### config.mk
export PLATFORM = sky130hd
export DESIGN_NAME = video_pattern_source
export DESIGN_NICKNAME = d
export VERILOG_FILES = /design/src/rtl/video_stream_pkg.sv /design/src/rtl/pattern_pixel_gen.sv /design/src/rtl/video_pattern_source.sv
export SDC_FILE = /design/constraint.sdc
export NUM_CORES = 1
export LEC_CHECK = 0
export BUFFER_PORTS_ARGS = -buffer_cell sky130_fd_sc_hd__buf_2
export CORE_MARGIN = 2
export CORE_UTILIZATION = 57
export DETAILED_ROUTE_END_ITERATION = 10
export PLACE_DENSITY = 0.87
export SYNTH_ARGS = -nofsm -noshare
export SYNTH_HDL_FRONTEND = slang
export SYNTH_SLANG_ARGS = --single-unit
### constraint.sdc
create_clock -name clk -period 4.1 [get_ports clk]
set_input_delay 0.41 -clock clk [delete_from_list [all_inputs] [get_ports clk]]
set_output_delay 0.41 -clock clk [all_outputs]
set_load 0.01 [all_outputs]
### src/rtl/video_stream_pkg.sv
// Shared types and constants for the RGB444 pixel stream.
package video_stream_pkg;

    localparam int PIXEL_W = 12;

    typedef logic [PIXEL_W-1:0] pixel_t;

    typedef enum logic [1:0] {
        PAT_BARS  = 2'd0,
        PAT_CHECK = 2'd1,
        PAT_GRAD  = 2'd2,
        PAT_GREY  = 2'd3
    } pattern_e;

    typedef enum logic [1:0] {
        ST_IDLE,
        ST_STREAM,
        ST_GAP
    } state_e;

    localparam pixel_t COL_WHITE = 12'hFFF;
    localparam pixel_t COL_BLACK = 12'h000;
    localparam pixel_t COL_GREY  = 12'h888;

endpackage

### src/rtl/pattern_pixel_gen.sv
// Combinational pixel generator: maps (x, y, pattern) to an RGB444 pixel.
import video_stream_pkg::*;

module pattern_pixel_gen #(
    parameter int WIDTH = 640,
    parameter int XW    = 10,
    parameter int YW    = 9
) (
    input  logic [XW-1:0] x,
    input  logic [YW-1:0] y,
    input  pattern_e      pattern,
    output pixel_t        pixel
);

    logic [31:0] xe;
    logic [31:0] ye;
    logic [2:0]  bar;
    logic        unused_coord_bits;

    // Select the pattern pixel; coordinates are zero-extended so narrow counters still index bits 3..7.
    always_comb begin
        xe    = 32'(x);
        ye    = 32'(y);
        bar   = 3'(xe / 32'(WIDTH / 8));
        pixel = COL_BLACK;
        case (pattern)
            PAT_BARS:  pixel = {{4{bar[2]}}, {4{bar[1]}}, {4{bar[0]}}};
            PAT_CHECK: pixel = (xe[3] ^ ye[3]) ? COL_WHITE : COL_BLACK;
            PAT_GRAD:  pixel = {xe[7:4], ye[7:4], 4'h8};
            default:   pixel = COL_GREY;
        endcase
    end

    assign unused_coord_bits = ^{xe, ye};

endmodule

### src/rtl/video_pattern_source.sv
// Test-pattern stream source with backpressure, sop/eop framing and inter-frame gap.
// Optional build macro FRAME_SCROLL_EN: 8-bit frame counter scrolls patterns left one pixel per frame.
import video_stream_pkg::*;

module video_pattern_source #(
    parameter int WIDTH           = 640,
    parameter int HEIGHT          = 480,
    parameter int INTER_FRAME_GAP = 4
) (
    input  logic        clk,
    input  logic        reset,
    input  logic        enable,
    input  logic [1:0]  pattern_sel,
    input  logic        ready_in,
    output logic [11:0] data_out,
    output logic        sop_out,
    output logic        eop_out,
    output logic        valid_out,
    output logic        frame_done,
    output logic        busy
);

    localparam int XW = (WIDTH > 1) ? $clog2(WIDTH) : 1;
    localparam int YW = (HEIGHT > 1) ? $clog2(HEIGHT) : 1;
    localparam int GW = (INTER_FRAME_GAP > 1) ? $clog2(INTER_FRAME_GAP) : 1;
    localparam logic [XW-1:0] X_LAST   = XW'(WIDTH - 1);
    localparam logic [YW-1:0] Y_LAST   = YW'(HEIGHT - 1);
    localparam logic [GW-1:0] GAP_LAST = GW'((INTER_FRAME_GAP > 0) ? INTER_FRAME_GAP - 1 : 0);

    state_e        state_q, state_d;
    logic [XW-1:0] x_q, x_d;
    logic [YW-1:0] y_q, y_d;
    logic [GW-1:0] gap_q, gap_d;
    pattern_e      pat_q, pat_d;
    pixel_t        data_q, data_d;
    logic          sop_q, sop_d;
    logic          eop_q, eop_d;
    logic          valid_q, valid_d;
    logic          done_q, done_d;
    logic          busy_q, busy_d;
    logic          xfer;
    logic          start_frame;
    logic [XW-1:0] pix_x;
    pixel_t        pix_d;
`ifdef FRAME_SCROLL_EN
    logic [7:0]    fcnt_q, fcnt_d;
`endif

    // Next-state logic: FSM, pixel counters, gap counter and framing flags.
    always_comb begin
        state_d     = state_q;
        x_d         = x_q;
        y_d         = y_q;
        gap_d       = gap_q;
        pat_d       = pat_q;
        sop_d       = sop_q;
        eop_d       = eop_q;
        valid_d     = valid_q;
        done_d      = 1'b0;
        start_frame = 1'b0;
        xfer        = valid_q && ready_in;
`ifdef FRAME_SCROLL_EN
        fcnt_d      = fcnt_q;
`endif
        case (state_q)
            ST_IDLE: begin
                if (enable) start_frame = 1'b1;
            end
            ST_STREAM: begin
                if (xfer) begin
                    if (x_q == X_LAST && y_q == Y_LAST) begin
                        done_d  = 1'b1;
                        x_d     = '0;
                        y_d     = '0;
                        sop_d   = 1'b0;
                        eop_d   = 1'b0;
                        valid_d = 1'b0;
`ifdef FRAME_SCROLL_EN
                        fcnt_d  = fcnt_q + 8'd1;
`endif
                        if (INTER_FRAME_GAP > 0) begin
                            state_d = ST_GAP;
                            gap_d   = '0;
                        end else if (enable) begin
                            start_frame = 1'b1;
                        end else begin
                            state_d = ST_IDLE;
                        end
                    end else begin
                        sop_d = 1'b0;
                        if (x_q == X_LAST) begin
                            x_d = '0;
                            y_d = y_q + YW'(1);
                        end else begin
                            x_d = x_q + XW'(1);
                        end
                        eop_d = (x_d == X_LAST) && (y_d == Y_LAST);
                    end
                end
            end
            ST_GAP: begin
                if (gap_q == GAP_LAST) begin
                    if (enable) start_frame = 1'b1;
                    else        state_d     = ST_IDLE;
                end else begin
                    gap_d = gap_q + GW'(1);
                end
            end
            default: state_d = ST_IDLE;
        endcase

        // A new frame always starts at (0,0) with the pattern sampled right now.
        if (start_frame) begin
            state_d = ST_STREAM;
            x_d     = '0;
            y_d     = '0;
            pat_d   = pattern_e'(pattern_sel);
            valid_d = 1'b1;
            sop_d   = 1'b1;
            eop_d   = (X_LAST == '0) && (Y_LAST == '0);
        end

        busy_d = (state_d != ST_IDLE);
    end

    // Pattern x coordinate, optionally offset by the frame count.
    always_comb begin
`ifdef FRAME_SCROLL_EN
        pix_x = XW'((32'(x_d) + 32'(fcnt_d)) % WIDTH);
`else
        pix_x = x_d;
`endif
    end

    pattern_pixel_gen #(
        .WIDTH (WIDTH),
        .XW    (XW),
        .YW    (YW)
    ) u_pix (
        .x       (pix_x),
        .y       (y_d),
        .pattern (pat_d),
        .pixel   (pix_d)
    );

    // Output data is zeroed whenever no beat is presented.
    always_comb begin
        data_d = valid_d ? pix_d : '0;
    end

    // State and output registers with synchronous active-low reset.
    always_ff @(posedge clk) begin
        if (!reset) begin
            state_q <= ST_IDLE;
            x_q     <= '0;
            y_q     <= '0;
            gap_q   <= '0;
            pat_q   <= PAT_BARS;
            data_q  <= '0;
            sop_q   <= 1'b0;
            eop_q   <= 1'b0;
            valid_q <= 1'b0;
            done_q  <= 1'b0;
            busy_q  <= 1'b0;
`ifdef FRAME_SCROLL_EN
            fcnt_q  <= '0;
`endif
        end else begin
            state_q <= state_d;
            x_q     <= x_d;
            y_q     <= y_d;
            gap_q   <= gap_d;
            pat_q   <= pat_d;
            data_q  <= data_d;
            sop_q   <= sop_d;
            eop_q   <= eop_d;
            valid_q <= valid_d;
            done_q  <= done_d;
            busy_q  <= busy_d;
`ifdef FRAME_SCROLL_EN
            fcnt_q  <= fcnt_d;
`endif
        end
    end

    assign data_out   = data_q;
    assign sop_out    = sop_q;
    assign eop_out    = eop_q;
    assign valid_out  = valid_q;
    assign frame_done = done_q;
    assign busy       = busy_q;

endmodule

==> metrics.yaml <==
outcome:
  status: "completed"
placement:
  port-buffer-count: 22
  gp_congestion: 0.9280
  detailedPlace.worstSlack_ns: 0.3068
  hpwl_um: 4249
  placedInstanceArea_sq_mm: 0.002546
cells_and_area:
  syn2layout_area_growth_pct: 9.656
  layout.nets: 339
  fin_area_sq_mm: 0.002671
  antennaDiodeCount: 0
  final_layout_size_suffix_gt1_share_pct: 14.55
critical_path:
  crit_type: "flip-flop to flip-flop"
  crit_fanout: 15
  worstPathRequired_ns: 4.29
  cp.arrival_ns: 3.92
  end_kind: "flip-flop"
  cp-start-kind: "flip-flop"
timing:
  timing.fmax_mhz: 267.9
  tns_ns: 0
  setup_viol: 0
  max_slew.worst_pin.slew_ns: 0.8429
  final_hold_viol_count: 0
  slew-limit-headroom_pct: 43.29
  skew_ns: 0.008527
  min_period_over_period_pct: 91.04
  worst_slack_ns: 0.3673
  slew_violations: 0
  grt_setup_unrepaired: "false"
  min_period_ns: 3.733
run:
  max_cap_viol_count: 0
die:
  chipWidth_um: 69.38
  die-area_sq_mm: 0.004813
  core_area_sq_mm: 0.004058
  initial_core_util_pct: 60.04
  rows: 23
  io-pin-count: 23
  die_height_um: 69.38
global_routing:
  grt_use_total_pct: 24.62
  first_global_vias: 2165
  grtUsageMet1_pct: 33.48
  met3_usage_pct: 4.797
  grt_max_degree: 16
  grt_first_pass_wirelength_um: 9873
  use_met2_pct: 39.53
  antenna_found_initial: 0
  globalRoute.busiestLayer: "met2"
  grt_overflow: 0
synthesis:
  yosysWarningCount: 0
  synth_flop_cell: "dfxtp_1"
  ys_types: 61
  syn_nets: 322
  post-synth-top-area-cell: "dfxtp_1"
  netlist_instances: 312
  ys_seq_area_share_pct: 32.87
  ys_ff_latch: 40
  syn_area_sq_mm: 0.002436
  ys_top_cells_by_area: "dfxtp_1, nand2_1, a21oi_1, o21ai_0, nor2_1"
  synth-edff-count: 0
  async_flop_share_pct: 0
  synth.top_cell.area_share_pct: 32.87
  syn_area_per_cell_sq_um: 7.808
clock_tree:
  cts_sinks: 40
  ctsHoldBuffers: 0
  post-cts-setup-buffers: 0
  cts_tree: "done"
  numCtsBuffers: 5
  root_buffer: "clkbuf_8"
  cts_resized: 0
  cts-htree-levels: 2
  clk-insertion-delay-late_ns: 0.30
  cts_buffer_depth: 2
  path_clk_slew_ns: 0.09
drt:
  wl_per_cell_um: 15.12
  postRouteAntennaNets: 0
  first_iter_violations: 284
  num_vias: 2382
  drt_pass1_iterations: 5
  vias_per_cell: 6.268
  wl_um: 5744
  drc: 0
power:
  powerDensity_mw_per_mm2: 291.0
  p_total_mw: 0.7774
  total_leakage_power_nw: 1.053
  ir_drop_v: 0.0002173
worst_hold_path:
  hp-class: "input pin to flip-flop"
==> critical path, stage by stage, from the launching register on <==
cell and delay, ns:
dfxtp_1 0.45, and4b_2 0.46, a31oi_1 0.21, o21ai_0 0.46
nand2_1 0.11, ha_1 0.34, nand2b_1 0.23, a21oi_1 0.22
o21ai_0 0.20, a211oi_2 0.29, o22ai_1 0.13, and3_1 0.22
nor3_2 0.20, a21oi_1 0.09
==> layout make-up <==
| type | count | area [sq um] |
|---|---|---|
| sequential | 40 | 800.8 |
| multi-input combinational | 251 | 1548 |
| tap | 50 | 62.56 |
| timing repair buffer | 22 | 110.1 |
| fill | 340 | 1386 |
| clock buffer | 5 | 68.82 |
| clock inverter | 3 | 47.55 |
| inverter | 9 | 33.78 |
==> state kept, by name, indices dropped and copies added, names as in the netlist <==
signal / flops
pat_q: 2
sop_out: 1
frame_done: 1
x_q: 10
y_q: 9
eop_out: 1
data_out: 10
valid_out: 1
state_q: 2
busy: 1
gap_q: 2
==> layout by cell type, fill, tap and decap left out, types with 6 or more instances in the layout <==
| cell | netlist | final |
|---|---|---|
| a21oi_1 | 27 | 27 |
| a31oi_1 | 8 | 8 |
| and2_1 | 6 | 6 |
| and3_1 | 7 | 7 |
| buf_2 | 5 | 22 |
| dfxtp_1 | 40 | 40 |
| inv_1 | 8 | 8 |
| nand2_1 | 43 | 43 |
| nand3_1 | 10 | 10 |
| nand4_1 | 10 | 10 |
| nor2_1 | 24 | 24 |
| nor2b_1 | 9 | 9 |
| nor3_1 | 7 | 7 |
| o21ai_0 | 19 | 19 |
==> path summary, 6_finish.rpt <==
path / to / slack, ns / startpoint / cells past startpoint
worst min register to register: eop_out / 0.46 / eop_out / 2
worst max-delay path: data_out[3] / 0.37 / state_q[0] / 13
worst min-delay path: data_out[7] / 0.39 / pattern_sel[0] / 3
worst max register to register: data_out[3] / 0.37 / state_q[0] / 13
==> where the power goes <==
group | internal, mW | switching [mW] | leakage, nW
clock network | 0.183 | 0.151 | 0.0583
logic | 0.0137 | 0.0310 | 0.671
registers | 0.394 | 0.00455 | 0.324
==> stage by stage <==
stage	hold WS, ns	utilization, %	cells
final	0.3878	65.83	380
after global placement	0.4446	62.75	372
after floorplan	0.4492	-	312
after detailed placement	0.4486	62.75	372
after global routing	0.4095	65.83	380
after CTS	0.3856	65.62	380
==> logic make-up (layout without fill, tap and decap cells) <==
| logic type | count (synthesis) | in the layout | synth area share (%) |
|---|---|---|---|
| flops | 40 | 40 | 32.87 |
| mux | 2 | 2 | 0.8731 |
| xor+xnor | 9 | 9 | 3.236 |
| simple gates | 153 | 153 | 35.80 |
| buf+inv | 21 | 39 | 3.954 |
| fa+ha+maj | 5 | 5 | 2.465 |
| compound gates | 82 | 82 | 20.80 |
==> layer usage <==
metal	up-vias	wire length, um
li1	1178	-
met1	1079	2571
met2	117	2670
met3	8	446
met4	0	55
met5	-	0
==> Yosys cell counts, drive strengths merged (2+ instances only) <==
master	number
a21oi	27
and3	7
o21ai	19
a31oi	8
nand3	10
dfxtp	40
nand2b	4
or4	2
nand4	11
or3	5
and2	6
ha	4
inv	8
nor3	8
or2	2
a211oi	4
a21boi	3
buf	8
nand4b	3
a21o	4
and4	2
nand2	43
nor4	7
nor4b	2
nor2b	9
o211ai	4
nor2	25
a31o	3
xor2	5
clkbuf	4
xnor2	4
(Power assumes the default switching activity.)
